**src/rtl/timer_pkg.sv**
```systemverilog
// -----------------------------------------------------------------------------
// timer_pkg
// Shared types for the down-counting timer family.
//   timer_state_t : IDLE / RUN / DONE control states
//   timer_mode_t  : ONE_SHOT / PERIODIC reload behaviour at terminal count
// No ports; imported by the interface, the top and the optional prescaler.
// -----------------------------------------------------------------------------
package timer_pkg;

  typedef enum logic [1:0] {
    IDLE = 2'd0,
    RUN  = 2'd1,
    DONE = 2'd2
  } timer_state_t;

  typedef enum logic {
    ONE_SHOT = 1'b0,
    PERIODIC = 1'b1
  } timer_mode_t;

endpackage : timer_pkg

```
**src/rtl/down_timer_n_bit_if.sv**
```systemverilog
// -----------------------------------------------------------------------------
// down_timer_n_bit_if
// Control/status bundle of the down timer.
//   master modport (driver side) : load, load_data, start, stop, en, periodic
//                                  [prescale when TIMER_PRESCALER_EN is defined]
//                                  observes count, tc, busy, done
//   slave modport (timer side)   : the mirror image
// Parameters: n (count/reload width); PRESCALE_W exists only when
// TIMER_PRESCALER_EN is defined, together with the prescale signal.
// -----------------------------------------------------------------------------
interface down_timer_n_bit_if #(
  parameter int n = 4
`ifdef TIMER_PRESCALER_EN
  , parameter int PRESCALE_W = 8
`endif
);

  logic         load;
  logic [n-1:0] load_data;
  logic         start;
  logic         stop;
  logic         en;
  logic         periodic;
`ifdef TIMER_PRESCALER_EN
  logic [PRESCALE_W-1:0] prescale;
`endif
  logic [n-1:0] count;
  logic         tc;
  logic         busy;
  logic         done;

  modport master (
    output load, load_data, start, stop, en, periodic,
`ifdef TIMER_PRESCALER_EN
    output prescale,
`endif
    input  count, tc, busy, done
  );

  modport slave (
    input  load, load_data, start, stop, en, periodic,
`ifdef TIMER_PRESCALER_EN
    input  prescale,
`endif
    output count, tc, busy, done
  );

endinterface : down_timer_n_bit_if

```
**src/rtl/timer_prescaler.sv**
```systemverilog
// -----------------------------------------------------------------------------
// timer_prescaler
// Optional clock-enable divider for the down timer; the module exists only
// when TIMER_PRESCALER_EN is defined.
//   clk      : clock
//   reset    : synchronous active-high reset
//   clr      : synchronous restart of the divider (start/load/stop)
//   en       : advance enable; the divider only counts enabled cycles
//   prescale : divide ratio minus one
//   tick     : high on the enabled cycle that completes a prescale+1 group
// -----------------------------------------------------------------------------
`ifdef TIMER_PRESCALER_EN
module timer_prescaler #(
  parameter int W = 8
) (
  input  logic         clk,
  input  logic         reset,
  input  logic         clr,
  input  logic         en,
  input  logic [W-1:0] prescale,
  output logic         tick
);

  logic [W-1:0] cnt_q;

  // ">=" rather than "==" so that lowering prescale below the current
  // count mid-run ends the group immediately instead of wrapping around.
  assign tick = (cnt_q >= prescale);

  always_ff @(posedge clk) begin
    if (reset || clr) begin
      cnt_q <= '0;
    end else if (en) begin
      cnt_q <= tick ? '0 : cnt_q + W'(1);
    end
  end

endmodule : timer_prescaler
`endif

```
**src/rtl/down_timer_n_bit.sv**
```systemverilog
// -----------------------------------------------------------------------------
// down_timer_n_bit
// Programmable n-bit down-counting timer with one-shot / periodic modes.
// A reload value is written with load; start begins a countdown from it and
// every enabled cycle decrements the count. The edge that takes the count
// from 1 to 0 (or back to the reload value in periodic mode) raises tc for
// exactly one cycle.
//
// Ports:
//   clk   : clock, all state changes on its rising edge
//   reset : synchronous active-high reset
//   bus   : down_timer_n_bit_if.slave
//             in : load, load_data, start, stop, en, periodic [, prescale]
//             out: count, tc (registered pulse), busy (RUN), done (DONE)
//
// Build option: TIMER_PRESCALER_EN adds the PRESCALE_W parameter, the
// prescale input and a timer_prescaler instance; decrement then also
// requires its tick. Without it every enabled cycle is a tick.
//
// Event priority: reset > load > stop > start > decrement.
// load in the same cycle as start wins outright: the start is dropped and
// the state follows the load rules (RUN stays RUN, IDLE/DONE go to IDLE).
// -----------------------------------------------------------------------------
module down_timer_n_bit
  import timer_pkg::*;
#(
  parameter int n = 4
`ifdef TIMER_PRESCALER_EN
  , parameter int PRESCALE_W = 8
`endif
) (
  input logic              clk,
  input logic              reset,
  down_timer_n_bit_if.slave bus
);

  timer_state_t state_q;
  timer_state_t state_d;
  logic [n-1:0] count_q;
  logic [n-1:0] reload_q;
  logic         tc_q;

  timer_mode_t  mode;
  logic         tick;
  logic         start_ok;
  logic         dec_ok;
  logic         at_one;

  // Mode is sampled every cycle, so a run can be switched between one-shot
  // and periodic while it is counting.
  assign mode = bus.periodic ? PERIODIC : ONE_SHOT;

`ifdef TIMER_PRESCALER_EN
  timer_prescaler #(
    .W (PRESCALE_W)
  ) u_prescaler (
    .clk      (clk),
    .reset    (reset),
    .clr      (bus.start | bus.load | bus.stop),
    .en       (bus.en),
    .prescale (bus.prescale),
    .tick     (tick)
  );
`else
  assign tick = 1'b1;
`endif

  // A start is honoured only outside RUN, with a non-zero reload value and
  // no competing load/stop in the same cycle.
  assign start_ok = (state_q != RUN) && bus.start && !bus.stop && !bus.load &&
                    (reload_q != '0);

  // A decrement needs an enabled tick in RUN with nothing of higher
  // priority pending. A count already at zero (reached by loading 0 while
  // running) simply holds: no wrap-around, no tc.
  assign dec_ok = (state_q == RUN) && bus.en && tick && !bus.stop &&
                  !bus.load && (count_q != '0);

  assign at_one = (count_q == n'(1));

  // ---------------------------------------------------------------------------
  // FSM process 1: state register
  // ---------------------------------------------------------------------------
  // NOTE: clocked state uses non-blocking assignments so every register
  // samples the pre-edge values regardless of process evaluation order.
  always_ff @(posedge clk) begin
    if (reset) begin
      state_q <= IDLE;
    end else begin
      state_q <= state_d;
    end
  end

  // ---------------------------------------------------------------------------
  // FSM process 2: next-state logic
  // ---------------------------------------------------------------------------
  // NOTE: state_d gets a default before the case so no path leaves it
  // unassigned, which would otherwise infer a latch.
  always_comb begin
    state_d = state_q;
    unique case (state_q)
      IDLE: begin
        if (start_ok) state_d = RUN;
      end
      RUN: begin
        if (bus.stop) begin
          state_d = IDLE;
        end else if (dec_ok && at_one && (mode == ONE_SHOT)) begin
          state_d = DONE;
        end
      end
      DONE: begin
        if (bus.load) begin
          state_d = IDLE;
        end else if (start_ok) begin
          state_d = RUN;
        end
      end
      default: state_d = IDLE;
    endcase
  end

  // ---------------------------------------------------------------------------
  // FSM process 3: outputs (pure decodes of the registered state)
  // ---------------------------------------------------------------------------
  always_comb begin
    bus.busy = (state_q == RUN);
    bus.done = (state_q == DONE);
  end

  // ---------------------------------------------------------------------------
  // Countdown datapath: count, reload value and the tc pulse register
  // ---------------------------------------------------------------------------
  always_ff @(posedge clk) begin
    if (reset) begin
      count_q  <= '0;
      reload_q <= '0;
      tc_q     <= 1'b0;
    end else begin
      // dec_ok already excludes load and stop, so a competing load or stop
      // on the 1 -> 0 edge swallows the pulse.
      tc_q <= dec_ok && at_one;

      if (bus.load) begin
        count_q  <= bus.load_data;
        reload_q <= bus.load_data;
      end else if (start_ok) begin
        count_q <= reload_q;
      end else if (dec_ok) begin
        if (at_one) begin
          count_q <= (mode == PERIODIC) ? reload_q : '0;
        end else begin
          count_q <= count_q - n'(1);
        end
      end
    end
  end

  assign bus.count = count_q;
  assign bus.tc    = tc_q;

endmodule : down_timer_n_bit
```
**src/flat_wrapper.sv**
```systemverilog
// flat-port wrapper written by rule: the top's interface ports become plain ports
module down_timer_n_bit_flat import timer_pkg::*;
#(
  parameter int n = 4

)
  (clk, reset, bus_load, bus_load_data, bus_start, bus_stop, bus_en, bus_periodic, bus_count, bus_tc, bus_busy, bus_done);
  down_timer_n_bit_if #(.n(n)) bus_i ();
  input logic clk;
  input logic reset;
  input wire logic [$bits(bus_i.load)-1:0] bus_load;
  input wire logic [$bits(bus_i.load_data)-1:0] bus_load_data;
  input wire logic [$bits(bus_i.start)-1:0] bus_start;
  input wire logic [$bits(bus_i.stop)-1:0] bus_stop;
  input wire logic [$bits(bus_i.en)-1:0] bus_en;
  input wire logic [$bits(bus_i.periodic)-1:0] bus_periodic;
  output wire logic [$bits(bus_i.count)-1:0] bus_count;
  output wire logic [$bits(bus_i.tc)-1:0] bus_tc;
  output wire logic [$bits(bus_i.busy)-1:0] bus_busy;
  output wire logic [$bits(bus_i.done)-1:0] bus_done;
  assign bus_i.load = bus_load;
  assign bus_i.load_data = bus_load_data;
  assign bus_i.start = bus_start;
  assign bus_i.stop = bus_stop;
  assign bus_i.en = bus_en;
  assign bus_i.periodic = bus_periodic;
  assign bus_count = bus_i.count;
  assign bus_tc = bus_i.tc;
  assign bus_busy = bus_i.busy;
  assign bus_done = bus_i.done;
  down_timer_n_bit #(.n(n)) u_core (.clk(clk), .reset(reset), .bus(bus_i));
endmodule
```
**config.mk**
```make
export PLATFORM = sky130hd
export DESIGN_NAME = down_timer_n_bit_flat
export DESIGN_NICKNAME = d
export VERILOG_FILES = /design/src/rtl/timer_pkg.sv /design/src/rtl/down_timer_n_bit_if.sv /design/src/rtl/timer_prescaler.sv /design/src/rtl/down_timer_n_bit.sv /design/src/flat_wrapper.sv
export SDC_FILE = /design/constraint.sdc
export NUM_CORES = 1
export LEC_CHECK = 0
export BUFFER_PORTS_ARGS = -buffer_cell sky130_fd_sc_hd__buf_2
export CELL_PAD_IN_SITES_DETAIL_PLACEMENT = 1
export CELL_PAD_IN_SITES_GLOBAL_PLACEMENT = 2
export CORE_MARGIN = 2
export CORE_UTILIZATION = 31
export DETAILED_ROUTE_END_ITERATION = 6
export GPL_ROUTABILITY_DRIVEN = 0
export GPL_TIMING_DRIVEN = 0
export PLACE_DENSITY = 0.8
export SLEW_MARGIN = 20
export SYNTH_ARGS = -nofsm -noshare
export SYNTH_HDL_FRONTEND = slang
export SYNTH_SLANG_ARGS = --single-unit
export TNS_END_PERCENT = 5
```
**constraint.sdc**
```tcl
create_clock -name clk -period 4 [get_ports clk]
set_input_delay 0.8 -clock clk [delete_from_list [all_inputs] [get_ports clk]]
set_output_delay 0.8 -clock clk [all_outputs]
set_load 0.05 [all_outputs]
```
Word level (Yosys, flattened, before mapping)

Index checks and enable logic that the tools add are counted.

Add/sub/neg operators: 1
Reduce and logical (&&, ||, !) cells: 16
Muxes and demuxes: 11
Bitwise logic cells: 1
Equality and inequality tests: 5

Operators by type and width:

| cell                  | number |
|---|---|
| $mux W4               | 5 |
| $logic_and A1 B1 Y1   | 10 |
| $mux W2               | 4 |
| $reduce_bool A4 Y1    | 2 |
| $pmux W2 S3           | 1 |
| $eq A4 B1 Y1 const B  | 1 |
| $sub A4 B1 Y4 const B | 1 |
| $ne A3 B2 Y1 const B  | 1 |
| $reduce_bool A3 Y1    | 1 |
| $eq A2 B1 Y1 const B  | 1 |
| $eq A2 B2 Y1 const B  | 1 |
| $logic_not A1 Y1      | 2 |
| $logic_not A2 Y1      | 1 |
| $ne A2 B1 Y1 const B  | 1 |
| $mux W1               | 1 |
| $not A1 Y1            | 1 |

Bits in registers: 11
Word-level logic and storage cells: 38
Bits of input ports: 11
Output and inout bits: 7

Longest topological paths before layout

Word-level depth: 10
Depth in mapped cells: 6
Mapped depth without buffers: 6

Least setup slack after synthesis

OpenSTA, ideal clock, no wires.

Kind: input port to flip-flop
Start point: input bus_stop
End point: register u_core.count_q[0], in the netlist u_core.bus.count[0]
Arrival: 1822 ps
Setup time: 133 ps
Required time: 3867 ps
Path buffers: 0
Setup slack: 2045 ps
Cell stages on the path: 4
Cells stage by stage: or3b_1 -> nor4b_2 -> or2_2 -> a311oi_1

Word-level cells in the longest chain between the ends: 6
Elaborated cells on any way between the ends: 10
Classes of those cells: mux: 2; reduce/logical: 8

RTL lines:

| what                              | RTL line                                       | RTL |
|---|---|---|
| from (decl)                       | flat_wrapper.sv:14                             | `input wire logic [$bits(bus_i.stop)-1:0] bus_stop;` |
| $logic_not A1 Y1 *                | down_timer_n_bit.sv:70, down_timer_n_bit.sv:76 |  |
| $logic_and A1 B1 Y1 (3 in series) | down_timer_n_bit.sv:70                         | `assign start_ok = (state_q != RUN) && bus.start && !bus.stop && !bus.load &&` |
| $mux W4                           | down_timer_n_bit.sv:147                        | `end else if (start_ok) begin` |
| $mux W4                           | down_timer_n_bit.sv:144                        | `if (bus.load) begin` |
| to (signal assigned)              | down_timer_n_bit.sv:145                        | `count_q <= bus.load_data;` |
| to (signal assigned)              | down_timer_n_bit.sv:148                        | `count_q <= reload_q;` |
| to (signal assigned)              | down_timer_n_bit.sv:151                        | `count_q <= (mode == PERIODIC) ? reload_q : '0;` |
| to (decl)                         | down_timer_n_bit.sv:39                         | `logic [n-1:0] count_q;` |

Every way passes the cells marked *; elsewhere a longest branch is shown, timed or not.
A chain may end at the register's enable or synchronous reset.

Worst setup path after layout

Ends and elaborated chain as after synthesis.

==> key figures <==
Outcome
  • Outcome: completed

Power
  • Internal: about 0.19 mW
  • Max VDD drop: about 0.17 mV
  • Psw: just under 0.1 mW
  • Net Sw Frac: between 30% and 40%
  • Power Density: between 300 and 400 nW/um2
  • Seq pwr share: 44.2%
  • Clock power share: 27.0%
  • Leakage: between 0.3 and 0.4 nW
  • Combinational power share: around 29%
  • Pwr Total: around 0.28 mW

Global routing
  • Global-route wire length before repair: between 2000 and 3000 um
  • M3 GR Usage: 1.79%
  • Grt ovf: 0
  • Met1 global-route usage: roughly 22%
  • GRT Total Usage: between 10% and 20%
  • Met2 usage: between 20% and 30%
  • Vias in the first global route: 606
  • GRT busiest layer: met2
  • Largest net degree at the start of global routing: 11
  • Initial antenna violation count: 0

Routing
  • Total wire length after detailed routing: about 1600 um
  • Vias: 600
  • Drt initial violations: 6
  • Vias per cell: 5.00
  • Final ANT Viol Nets: 0
  • Per-cell routed wire length: 13.1 um
  • DRT Pass-1 Iters: 4
  • DRC viols: 0

Place
  • Dpl hpwl: about 1300 um
  • IO buf count: 17
  • Dpl ws: roughly 1.7 ns

Final layout
  • Layout area overhead: 21.8%
  • Storage element area: about 220 um2
  • Fill count: between 200 and 300
  • Finished Core Util: 40.6%
  • Nets: approximately 110
  • Multi-input logic area: approximately 420 um2
  • Antenna cell count: 0
  • Layout cells sized above 1: between 20% and 30%

Yosys
  • Avg Inst Size Synth: a little over 9 um2
  • Seq cells post-synth: 11
  • Net Count, Synth: 86
  • Ys Warns: 0
  • Area of the mapped netlist: 667 um2
  • Post-synthesis sequential area ratio: around 33%
  • Cell variety after synth: 28
  • Synth Instances: between 70 and 80

CTS
  • Clk sinks: 11
  • Clk_lat worst skew: 0.26 ns
  • # resized after CTS: 0
  • CTS clk-pin slew, worst paths: around 0.08 ns
  • CTS Hold Bufs: 0
  • Root Buffer Master: clkbuf_4
  • CTS max path bufs: 2
  • H-tree Lvls: 1
  • CTS tree: yes
  • Setup bufs post-CTS: 0
  • CTS Buf Count: 3

Setup path
  • Crit-path max cell delay: 0.43 ns
  • Critical-path top delay cell: or3b_1
  • Critical path arrival: between 2 and 2.5 ns
  • Critical path endpoint category: flop
  • R2r worst-path depth: 6
  • Crit path max fanout: 5
  • CP Cell Sequence: buf_2 > or3b_1 > nor4b_2 > nor3_1 > a311oi_1
  • Startpoint types: input pin
  • Reg-to-Reg Start: u_core.bus.count[0]
  • Reg2Reg Setup Slack: 2.15 ns
  • WP data required: between 4 and 5 ns
  • WS Path Type: in -> reg
  • Reg-to-reg endpoint: u_core.bus.count[0]

Hold path
  • Hold path endpoint: u_core.reload_q[3]
  • Tightest Hold Check Type: reg -> reg
  • HP Start: u_core.reload_q[3]
  • Worst Hold Depth: 2

Floorplan
  • Die width: 50.4 um
  • Core area: 2000 um2
  • Initial Util: approximately a third
  • I/O pin total: 18
  • Die area: 2540 um2
  • Num rows: 16
  • Die span in y: roughly 50 um

STA
  • PnR worst setup slack: a little over 2 ns
  • Max_slew headroom: between 50% and 60%
  • Max Slew Vio Count: 0
  • Setup TNS: 0 ns
  • Final Hold Viols: 0
  • Max frequency: approximately 0.5 GHz
  • RSZ-0062 raised after global routing: no
  • Period minus WS final: a little under 2 ns
  • Worst slew pin tran: about 0.6 ns
  • Finish-stage setup viols: 0
  • Crit share post-route: between 40% and 50%
  • Worst Clk Skew: roughly 0.0040 ns
  • Hold slack: 0.554 ns

Run
  • Max-cap viol count: 0
## per-layer routing
layer / share of wire, % / vias up
met5: 0 / -
met4: 1.2 / 0
met3: 1.9 / 2
met2: 46 / 9
met1: 51 / 276
li1: - / 313
## synthesized netlist by cell type
| master | n | area, um2 |
|---|---|---|
| nand4_1 | 1 | 6.26 |
| nor4b_2 | 1 | 15.0 |
| nand3_1 | 5 | 25.0 |
| nor3_1 | 6 | 30.0 |
| buf_2 | 1 | 5.00 |
| or3b_1 | 2 | 17.5 |
| inv_1 | 6 | 22.5 |
| mux2i_1 | 4 | 40.0 |
| a311oi_4 | 1 | 26.3 |
| o21bai_1 | 1 | 7.51 |
| a311oi_1 | 4 | 35.0 |
| a32o_1 | 1 | 10.0 |
| nor4_1 | 1 | 6.26 |
| xor2_1 | 2 | 17.5 |
| a21oi_1 | 2 | 10.0 |
| or2_2 | 1 | 6.26 |
| nor3b_4 | 1 | 18.8 |
| a22oi_1 | 4 | 30.0 |
| dfxtp_1 | 11 | 220 |
| or4_4 | 1 | 11.3 |
| nand2b_1 | 2 | 12.5 |
| o211ai_1 | 1 | 7.51 |
| nor2_1 | 5 | 18.8 |
| ha_1 | 3 | 37.5 |
| nor2b_1 | 2 | 12.5 |
| clkbuf_1 | 1 | 3.75 |
| o31ai_1 | 1 | 7.51 |
| and2_1 | 1 | 6.26 |
## cells in the final DEF (no fill, tap or decap), types with 3 or more instances in the layout
| cell | Yosys | final |
|---|---|---|
| nand3_1 | 5 | 5 |
| inv_1 | 6 | 6 |
| dfxtp_1 | 11 | 11 |
| mux2i_1 | 4 | 4 |
| ha_1 | 3 | 3 |
| a311oi_1 | 4 | 4 |
| nor2_1 | 5 | 5 |
| nor3_1 | 6 | 6 |
| a22oi_1 | 4 | 4 |
| buf_2 | 1 | 18 |
| clkbuf_4 | 0 | 3 |
## critical path, delay by kind of cell
kind / cells / cell delay, ns
AND/OR/NAND/NOR: 3 / 0.95
buffers and inverters: 1 / 0.11
AO/OA/AOI/OAI: 1 / 0.28
## how the worst max path moves through the flow
| stage | cells past startpoint | end | start | slack [ns] |
|---|---|---|---|---|
| finish | 5 | u_core.bus.count[0] | bus_stop | 2.03 |
| detailed placement | 5 | u_core.bus.count[0] | bus_stop | 1.75 |
| CTS | 5 | u_core.bus.count[0] | bus_stop | 2.02 |
| global route | 5 | u_core.bus.count[0] | bus_stop | 1.92 |
| global placement | 5 | u_core.bus.count[2] | bus_stop | 1.77 |
| floorplan | 4 | u_core.bus.count[0] | bus_stop | 2.04 |
## power groups by stage
stage | registers (mW) | logic, mW | clock network (mW)
2_1_floorplan | 0.142 | 0.0464 | 0
3_3_place_gp | 0.128 | 0.0819 | 0
3_5_place_dp | 0.129 | 0.0820 | 0
4_1_cts | 0.126 | 0.0826 | 0.0809
5_1_grt | 0.128 | 0.0908 | 0.0876
6_report | 0.126 | 0.0818 | 0.0769
## cells by family (layout without fill, tap and decap cells)
kind of cell,Yosys count,after routing,share of synthesized area [%]
DFF,11,11,33.0
muxes,4,4,6.00
and+or+nand+nor,29,29,28.0
xor gates and xnor gates,2,2,2.63
AOI/OAI and AO/OA,15,15,20.1
buffers and inverters,8,29,4.69
adders and majority gates,3,3,5.63
## layout make-up
cell class / instances / area share, %
Buffer: 2 / 1.08
Clock buffer: 4 / 3.24
Inverter: 6 / 2.77
Multi-Input combinational cell: 53 / 51.2
Sequential cell: 11 / 27.1
Tap cell: 27 / 4.16
Timing Repair Buffer: 17 / 10.5
## through the flow
| step | area (um2) | std cells |
|---|---|---|
| after floorplan | 667 | 72 |
| after global placement | 786 | 116 |
| after detailed placement | 786 | 116 |
| after CTS | 812 | 120 |
| after global routing | 812 | 120 |
| final | 812 | 120 |
## registers in the layout, summed over array words and instances (netlist names)
register	flops
u_core.bus.tc	1
u_core.bus.count	4
u_core.state_q	2
u_core.reload_q	4
No activity file was read; power rests on OpenSTA's default activity.
